$ cat src/rtl/sid_write_player_pkg.sv
// Shared types and constants for the sid write player: FSM encodings,
// command field widths and the packed command layout held in the FIFO.
package sid_write_player_pkg;

  localparam int WAIT_W = 16;
  localparam int ADDR_W = 5;
  localparam int DATA_W = 8;
  localparam int CMD_W  = WAIT_W + ADDR_W + DATA_W;

  typedef enum logic [1:0] {
    S_IDLE  = 2'd0,
    S_WAIT  = 2'd1,
    S_ISSUE = 2'd2
  } state_t;

  // "wait" is a keyword, so the delay field is called ticks.
  typedef struct packed {
    logic [WAIT_W-1:0] ticks;
    logic [ADDR_W-1:0] addr;
    logic [DATA_W-1:0] data;
  } cmd_t;

  function automatic cmd_t pack_cmd(input logic [WAIT_W-1:0] ticks,
                                    input logic [ADDR_W-1:0] addr,
                                    input logic [DATA_W-1:0] data);
    cmd_t c;
    c.ticks = ticks;
    c.addr  = addr;
    c.data  = data;
    return c;
  endfunction

endpackage

$ cat src/rtl/sid_write_player_if.sv
// Host command stream plus the sid CPU-side bus, seen from the player.
// Signal names keep the player's i_/o_ perspective on both modports.
interface sid_write_player_if #(
  parameter int LW = 5
);
  import sid_write_player_pkg::*;

  logic              i_cmd_valid;
  logic              o_cmd_ready;
  logic [WAIT_W-1:0] i_cmd_wait;
  logic [ADDR_W-1:0] i_cmd_addr;
  logic [DATA_W-1:0] i_cmd_data;
  logic              i_run;
  logic              o_cs;
  logic              o_we;
  logic [ADDR_W-1:0] o_addr;
  logic [DATA_W-1:0] o_data;
  logic [LW-1:0]     o_level;
  logic              o_idle;

  // Host loader / bench side.
  modport master (
    output i_cmd_valid, i_cmd_wait, i_cmd_addr, i_cmd_data, i_run,
    input  o_cmd_ready, o_cs, o_we, o_addr, o_data, o_level, o_idle
  );

  // Player side.
  modport slave (
    input  i_cmd_valid, i_cmd_wait, i_cmd_addr, i_cmd_data, i_run,
    output o_cmd_ready, o_cs, o_we, o_addr, o_data, o_level, o_idle
  );

endinterface

$ cat src/rtl/sid_write_player_sync_fifo.sv
// Register-array FIFO. Head data comes straight from the storage
// registers, so a word written on one edge is poppable on the next edge
// at the earliest. Fullness comes from the level counter; pointers wrap.
module sync_fifo
  import sid_write_player_pkg::*;
#(
  parameter int WIDTH = CMD_W,
  parameter int DEPTH = 16,
  parameter int LW    = $clog2(DEPTH + 1)
) (
  input  logic             clk,
  input  logic             rst,
  input  logic             i_push,
  input  logic             i_pop,
  input  logic [WIDTH-1:0] i_din,
  output logic [WIDTH-1:0] o_dout,
  output logic [LW-1:0]    o_level
);

  localparam int            AW   = $clog2(DEPTH);
  localparam logic [LW-1:0] FULL = LW'(DEPTH);

  logic [WIDTH-1:0] r_mem [DEPTH];
  logic [AW-1:0]    r_wr_ptr;
  logic [AW-1:0]    r_rd_ptr;
  logic [LW-1:0]    r_level;
  logic             w_do_push;
  logic             w_do_pop;

  assign w_do_push = i_push && (r_level != FULL);
  assign w_do_pop  = i_pop && (r_level != '0);
  assign o_dout    = r_mem[r_rd_ptr];
  assign o_level   = r_level;

  // Storage write; contents need no reset since level gates every read.
  always_ff @(posedge clk) begin
    if (w_do_push) r_mem[r_wr_ptr] <= i_din;
  end

  // Pointers and occupancy; a simultaneous push and pop leaves level alone.
  always_ff @(posedge clk) begin
    if (rst) begin
      r_wr_ptr <= '0;
      r_rd_ptr <= '0;
      r_level  <= '0;
    end else begin
      if (w_do_push) r_wr_ptr <= r_wr_ptr + 1'b1;
      if (w_do_pop)  r_rd_ptr <= r_rd_ptr + 1'b1;
      case ({w_do_push, w_do_pop})
        2'b10:   r_level <= r_level + 1'b1;
        2'b01:   r_level <= r_level - 1'b1;
        default: r_level <= r_level;
      endcase
    end
  end

endmodule

$ cat src/rtl/sid_write_player.sv
// Timed register-write initiator for the sid CPU-side bus. Commands are
// queued in a FIFO, then each write is replayed after its tick delay,
// aligned to the 1 MHz phase-1 enable that sid samples writes on.
//
// state   | meaning
// S_IDLE  | waiting for run high and a queued command
// S_WAIT  | counting run-qualified ticks down to zero
// S_ISSUE | bus asserted, held until the tick cycle sid captures
module sid_write_player
  import sid_write_player_pkg::*;
#(
  parameter int DEPTH = 16,
  parameter int LW    = $clog2(DEPTH + 1)
) (
  input  logic                clk,
  input  logic                rst,
  input  logic                clk_1mhz_ph1_en,
  sid_write_player_if.slave   bus
);

  localparam logic [LW-1:0] FULL = LW'(DEPTH);

  state_t            r_state,    w_state_nxt;
  logic [WAIT_W-1:0] r_cnt,      w_cnt_nxt;
  logic [ADDR_W-1:0] r_lat_addr, w_lat_addr_nxt;
  logic [DATA_W-1:0] r_lat_data, w_lat_data_nxt;
  logic              r_cs,       w_cs_nxt;
  logic              r_we,       w_we_nxt;
  logic [ADDR_W-1:0] r_addr,     w_addr_nxt;
  logic [DATA_W-1:0] r_data,     w_data_nxt;

  logic              w_push;
  logic              w_pop;
  logic              w_ready;
  logic [LW-1:0]     w_level;
  cmd_t              w_head;
  cmd_t              w_cmd_in;

  assign w_ready  = (w_level != FULL);
  assign w_push   = bus.i_cmd_valid && w_ready;
  assign w_cmd_in = pack_cmd(bus.i_cmd_wait, bus.i_cmd_addr, bus.i_cmd_data);

  sync_fifo #(
    .WIDTH (CMD_W),
    .DEPTH (DEPTH),
    .LW    (LW)
  ) u_fifo (
    .clk     (clk),
    .rst     (rst),
    .i_push  (w_push),
    .i_pop   (w_pop),
    .i_din   (w_cmd_in),
    .o_dout  (w_head),
    .o_level (w_level)
  );

  // Next-state, counter and bus decisions; everything holds by default.
  always_comb begin
    w_state_nxt    = r_state;
    w_cnt_nxt      = r_cnt;
    w_lat_addr_nxt = r_lat_addr;
    w_lat_data_nxt = r_lat_data;
    w_cs_nxt       = r_cs;
    w_we_nxt       = r_we;
    w_addr_nxt     = r_addr;
    w_data_nxt     = r_data;
    w_pop          = 1'b0;

    case (r_state)
      S_IDLE: begin
        if (bus.i_run && (w_level != '0)) begin
          w_pop          = 1'b1;
          w_cnt_nxt      = w_head.ticks;
          w_lat_addr_nxt = w_head.addr;
          w_lat_data_nxt = w_head.data;
          w_state_nxt    = S_WAIT;
        end
      end
      S_WAIT: begin
        // A tick coinciding with cnt == 0 is deliberately ignored; the
        // write itself is the next tick, seen from ISSUE.
        if (r_cnt == '0) begin
          w_cs_nxt    = 1'b1;
          w_we_nxt    = 1'b1;
          w_addr_nxt  = r_lat_addr;
          w_data_nxt  = r_lat_data;
          w_state_nxt = S_ISSUE;
        end else if (clk_1mhz_ph1_en && bus.i_run) begin
          w_cnt_nxt = r_cnt - 1'b1;
        end
      end
      S_ISSUE: begin
        // Completes even with run low so sid never sees a truncated write.
        if (clk_1mhz_ph1_en) begin
          w_cs_nxt    = 1'b0;
          w_we_nxt    = 1'b0;
          w_state_nxt = S_IDLE;
        end
      end
      default: begin
        w_cs_nxt    = 1'b0;
        w_we_nxt    = 1'b0;
        w_state_nxt = S_IDLE;
      end
    endcase
  end

  // State, counter, latched command and bus registers.
  always_ff @(posedge clk) begin
    if (rst) begin
      r_state    <= S_IDLE;
      r_cnt      <= '0;
      r_lat_addr <= '0;
      r_lat_data <= '0;
      r_cs       <= 1'b0;
      r_we       <= 1'b0;
      r_addr     <= '0;
      r_data     <= '0;
    end else begin
      r_state    <= w_state_nxt;
      r_cnt      <= w_cnt_nxt;
      r_lat_addr <= w_lat_addr_nxt;
      r_lat_data <= w_lat_data_nxt;
      r_cs       <= w_cs_nxt;
      r_we       <= w_we_nxt;
      r_addr     <= w_addr_nxt;
      r_data     <= w_data_nxt;
    end
  end

  assign bus.o_cmd_ready = w_ready;
  assign bus.o_cs        = r_cs;
  assign bus.o_we        = r_we;
  assign bus.o_addr      = r_addr;
  assign bus.o_data      = r_data;
  assign bus.o_level     = w_level;
  assign bus.o_idle      = (r_state == S_IDLE) && (w_level == '0);

endmodule

$ cat src/flat_wrapper.sv
// flat-port wrapper written by rule: the top's interface ports become plain ports
module sid_write_player_flat import sid_write_player_pkg::*;
#(
  parameter int DEPTH = 16,
  parameter int LW    = $clog2(DEPTH + 1)
)
  (clk, rst, clk_1mhz_ph1_en, bus_i_cmd_valid, bus_i_cmd_wait, bus_i_cmd_addr, bus_i_cmd_data, bus_i_run, bus_o_cmd_ready, bus_o_cs, bus_o_we, bus_o_addr, bus_o_data, bus_o_level, bus_o_idle);
  sid_write_player_if #(.LW(LW)) bus_i ();
  input  logic clk;
  input  logic rst;
  input  logic clk_1mhz_ph1_en;
  input wire logic [$bits(bus_i.i_cmd_valid)-1:0] bus_i_cmd_valid;
  input wire logic [$bits(bus_i.i_cmd_wait)-1:0] bus_i_cmd_wait;
  input wire logic [$bits(bus_i.i_cmd_addr)-1:0] bus_i_cmd_addr;
  input wire logic [$bits(bus_i.i_cmd_data)-1:0] bus_i_cmd_data;
  input wire logic [$bits(bus_i.i_run)-1:0] bus_i_run;
  output wire logic [$bits(bus_i.o_cmd_ready)-1:0] bus_o_cmd_ready;
  output wire logic [$bits(bus_i.o_cs)-1:0] bus_o_cs;
  output wire logic [$bits(bus_i.o_we)-1:0] bus_o_we;
  output wire logic [$bits(bus_i.o_addr)-1:0] bus_o_addr;
  output wire logic [$bits(bus_i.o_data)-1:0] bus_o_data;
  output wire logic [$bits(bus_i.o_level)-1:0] bus_o_level;
  output wire logic [$bits(bus_i.o_idle)-1:0] bus_o_idle;
  assign bus_i.i_cmd_valid = bus_i_cmd_valid;
  assign bus_i.i_cmd_wait = bus_i_cmd_wait;
  assign bus_i.i_cmd_addr = bus_i_cmd_addr;
  assign bus_i.i_cmd_data = bus_i_cmd_data;
  assign bus_i.i_run = bus_i_run;
  assign bus_o_cmd_ready = bus_i.o_cmd_ready;
  assign bus_o_cs = bus_i.o_cs;
  assign bus_o_we = bus_i.o_we;
  assign bus_o_addr = bus_i.o_addr;
  assign bus_o_data = bus_i.o_data;
  assign bus_o_level = bus_i.o_level;
  assign bus_o_idle = bus_i.o_idle;
  sid_write_player #(.DEPTH(DEPTH), .LW(LW)) u_core (.clk(clk), .rst(rst), .clk_1mhz_ph1_en(clk_1mhz_ph1_en), .bus(bus_i));
endmodule
$ cat config.mk
export PLATFORM = sky130hd
export DESIGN_NAME = sid_write_player_flat
export DESIGN_NICKNAME = d
export VERILOG_FILES = /design/src/rtl/sid_write_player_pkg.sv /design/src/rtl/sid_write_player_if.sv /design/src/rtl/sid_write_player_sync_fifo.sv /design/src/rtl/sid_write_player.sv /design/src/flat_wrapper.sv
export SDC_FILE = /design/constraint.sdc
export NUM_CORES = 1
export LEC_CHECK = 0
export BUFFER_PORTS_ARGS = -buffer_cell sky130_fd_sc_hd__clkbuf_2
export CAP_MARGIN = 20
export CELL_PAD_IN_SITES_DETAIL_PLACEMENT = 0
export CELL_PAD_IN_SITES_GLOBAL_PLACEMENT = 1
export CORE_MARGIN = 10
export CORE_UTILIZATION = 54
export CTS_CLUSTER_SIZE = 28
export DETAILED_ROUTE_END_ITERATION = 16
export GPL_TIMING_DRIVEN = 0
export PLACE_DENSITY_LB_ADDON = 0.25
export SKIP_CTS_REPAIR_TIMING = 1
export SLEW_MARGIN = 30
export SYNTH_ARGS = -nofsm -noshare
export SYNTH_HDL_FRONTEND = slang
export SYNTH_SLANG_ARGS = --single-unit
$ cat constraint.sdc
create_clock -name clk -period 4.2 [get_ports clk]
set_input_delay 0.63 -clock clk [delete_from_list [all_inputs] [get_ports clk]]
set_output_delay 0.63 -clock clk [all_outputs]
set_load 0.1 [all_outputs]
==> flow_metrics.env <==
export IMPL_areaGrowthSynthToFinish_pct=16.4
export IMPL_rows=71
export IMPL_slew_violations=0
export IMPL_p_per_area_nw_per_um2=576
export IMPL_vias=10866
export IMPL_clkTransAtPathRegs_ps=60
export IMPL_start_util=0.548
export IMPL_fill_cells=2577
export IMPL_status="completed"
export IMPL_syn_inst=1076
export IMPL_worstHoldPathCells=4
export IMPL_holdPathEnd="u_core.r_state[1]"
export IMPL_drive_gt1_frac=0.290
export IMPL_clock_skew_final_ps=19.8
export IMPL_rsz0062_at_grt="no"
export IMPL_yosys_warnings=0
export IMPL_combinationalPowerShare=0.231
export IMPL_cts_buffer_depth=3
export IMPL_worst_pin_slew_ps=1020
export IMPL_drt_total_wl_microns=48700
export IMPL_drc=0
export IMPL_required_ps=4670
export IMPL_worstPathMaxFanout=10
export IMPL_grt_ovfl_total=0
export IMPL_register_area_sq_um=15200
export IMPL_drt_pass1_iter_count=5
export IMPL_p_total_uw=13800
export IMPL_die_area_sq_um=46400
export IMPL_finalSetupViolCount=0
export IMPL_drv_cap=0
export IMPL_cts_root_buf="clkbuf_16"
export IMPL_path_class="reg2reg"
export IMPL_synth_yosys_seq_area_share=0.736
export IMPL_fin_ws_ps=285
export IMPL_ys_ff_latch=526
export IMPL_cts_tree="yes"
export IMPL_arrival_ps=4380
export IMPL_place_hpwl_microns=31300
export IMPL_fin_cells=1770
export IMPL_antenna_found_initial=4
export IMPL_async_reset_ff_frac=0
export IMPL_timing_rr_start="u_core.u_fifo.o_level[1]"
export IMPL_timing_rr_end="u_core.u_fifo.o_level[4]"
export IMPL_timing_final_crit_share=0.932
export IMPL_r2r_cells=14
export IMPL_coreArea_sq_um=37700
export IMPL_grt_usage=0.214
export IMPL_synth_nets=1118
export IMPL_io_pins=56
export IMPL_pre_cts_ws_ps=233
export IMPL_place_gp_congestion=0.814
export IMPL_synth_area_leader_cell="edfxtp_1"
export IMPL_drt_vias_per_instance=6.14
export IMPL_wl_per_cell_microns=27.5
export IMPL_cts_buffers=52
export IMPL_final_nets=1258
export IMPL_first_global_vias=10954
export IMPL_startpoint_type="flop"
export IMPL_slew_headroom=0.319
export IMPL_synth_edf_count=464
export IMPL_setup_worst_path_end_class="flop"
export IMPL_intPower_uw=9760
export IMPL_regToRegSetupSlack_ps=290
export IMPL_placement_io_buffers=54
export IMPL_seqPwrFrac=0.445
export IMPL_synth_avg_cell_area_sq_um=19.2
export IMPL_grt_pass1_wl_microns=73200
export IMPL_max_freq_ghz=0.255
export IMPL_drt_iter0_markers=1550
export IMPL_power_switching_uw=4070
export IMPL_dp_cells=1673
export IMPL_syn_area_sq_um=20600
export IMPL_yosys_top_cells_area="edfxtp_1, mux4_2, dfxtp_1"
export IMPL_die_w_microns=215
export IMPL_clkLatencyLatePin_ps=600
export IMPL_grt_max_degree=17
export IMPL_swShare=0.294
export IMPL_synthFlopType="edfxtp_1"
export IMPL_utilization=0.638
export IMPL_synth_top_area_share=0.676
export IMPL_hp_class="in2reg"
export IMPL_clockPowerShare=0.324
export IMPL_die_h_microns=215
export IMPL_period_needed_ps=3910
export IMPL_hold_ws_ps=339
export IMPL_multi_input_area_sq_um=5200
export IMPL_p_leak_uw=0.00758
export IMPL_final_hold_viol_count=0
export IMPL_clock_sinks=526
export IMPL_ys_types=63
export IMPL_ant_nets=0
export IMPL_ir_drop_v=0.000339
export IMPL_hp_start="clk_1mhz_ph1_en"
export IMPL_htree_num_levels=2
==> cell type report <==
type	count	area share
Antenna cell	1	0.000104
Buffer	64	0.0139
Clock buffer	69	0.0586
Clock inverter	27	0.00948
Inverter	15	0.00234
Multi-Input combinational cell	471	0.217
Sequential cell	526	0.632
Tap cell	511	0.0266
Timing Repair Buffer	86	0.0403
==> metrics by stage <==
| step | setup TNS (ps) | cell area [sq um] |
|---|---|---|
| 6_report | 0 | 24000 |
| 5_1_grt | 0 | 24000 |
| 4_1_cts | 0 | 24000 |
| 3_5_place_dp | 0 | 22400 |
| 3_3_place_gp | -324400 | 21600 |
| 2_1_floorplan | 0 | 20600 |
==> cell usage after synthesis (all sizes together) (6+ instances only) <==
library cell / count
or3: 6
clkbuf: 23
nor3: 17
xor2: 8
nor4: 8
ha: 8
edfxtp: 464
a21oi: 44
mux2i: 18
a31oi: 6
mux4: 133
nor2: 49
nand2b: 6
dfxtp: 62
nand2: 77
o21ai: 16
buf: 41
inv: 15
==> power groups by stage <==
stage          logic (uW)  clock network, uW  registers [uW]
6_report             3190               4480            6150
5_1_grt              3460               4750            6180
4_1_cts              3200               4550            6150
3_5_place_dp         3180                  0            6260
3_3_place_gp         3100                  0            6260
2_1_floorplan        2150                  0            6380
==> how the worst max path moves through the flow <==
stage	end	start	cells after the start
floorplan	u_core.u_fifo.o_level[4]	u_core.u_fifo.o_level[1]	14
CTS	u_core.u_fifo.o_level[4]	u_core.u_fifo.o_level[1]	14
detailed placement	u_core.u_fifo.o_level[4]	bus_i_run	13
finish	u_core.u_fifo.o_level[4]	u_core.u_fifo.o_level[1]	14
global placement	u_core.u_fifo.r_mem[11][24]	u_core.u_fifo.o_level[2]	5
global route	u_core.u_fifo.o_level[4]	u_core.u_fifo.o_level[0]	13
==> routing by layer <==
layer | track usage | wire, microns | up-vias
met3 | 0.0436 | 4470 | 79
met5 | 0 | 46 | -
met4 | 0.0659 | 1170 | 6
met1 | 0.297 | 19700 | 5622
li1 | - | - | 4643
met2 | 0.338 | 23300 | 516
==> critical path, cell delays in order, from the launching register on <==
cell      delay, ps
dfxtp_1         320
buf_6           130
or4_4           500
buf_6           150
o21ai_4         280
inv_2           100
clkbuf_1        260
ha_1            260
clkbuf_1        200
xor2_1          190
ha_1            210
a31o_2          240
or4b_1          550
o2111a_1        140
a211o_1         270
==> cell usage in the layout, fill, tap and decap left out, drive strengths merged, types with 2 or more instances in the layout <==
master / n
nand2b: 6
a21oi: 44
or3b: 2
mux2: 4
a311oi: 3
or4: 3
buf: 73
a31oi: 6
bufinv: 4
a211oi: 4
dfxtp: 62
xnor2: 3
nor4: 8
mux2i: 18
nand4: 5
nor3: 17
edfxtp: 464
nor3b: 4
o32ai: 4
xor2: 8
inv: 17
nand2: 77
a211o: 2
clkinv: 20
o22ai: 5
nor2b: 5
a32oi: 3
o211ai: 4
or3: 6
o21ai: 16
and3: 2
nand3: 5
nor2: 49
a22o: 3
mux4: 133
clkbuf: 146
ha: 8
a2111oi: 2
==> state kept, by name, indices dropped and copies added, names as in the netlist, 4 cells and up, named ones only <==
signal                  cells
u_core.bus.o_addr           5
u_core.bus.o_data           8
u_core.r_cnt               16
u_core.r_lat_addr           5
u_core.r_lat_data           8
u_core.u_fifo.o_level       5
u_core.u_fifo.r_mem       464
u_core.u_fifo.r_rd_ptr      4
u_core.u_fifo.r_wr_ptr      4
==> cells by family (layout without fill, tap and decap cells) <==
| family | count (synthesis) | count (layout) | synth area share |
|---|---|---|---|
| and+or+nand+nor | 193 | 193 | 0.0439 |
| adders and majority gates | 8 | 8 | 0.00485 |
| DFF | 526 | 526 | 0.736 |
| buffers and inverters | 79 | 261 | 0.0189 |
| muxes | 155 | 155 | 0.156 |
| other | 0 | 1 | 0 |
| xor gates and xnor gates | 11 | 11 | 0.00467 |
| AOI/OAI and AO/OA | 104 | 104 | 0.0357 |
No activity file was read; power rests on OpenSTA's default activity.
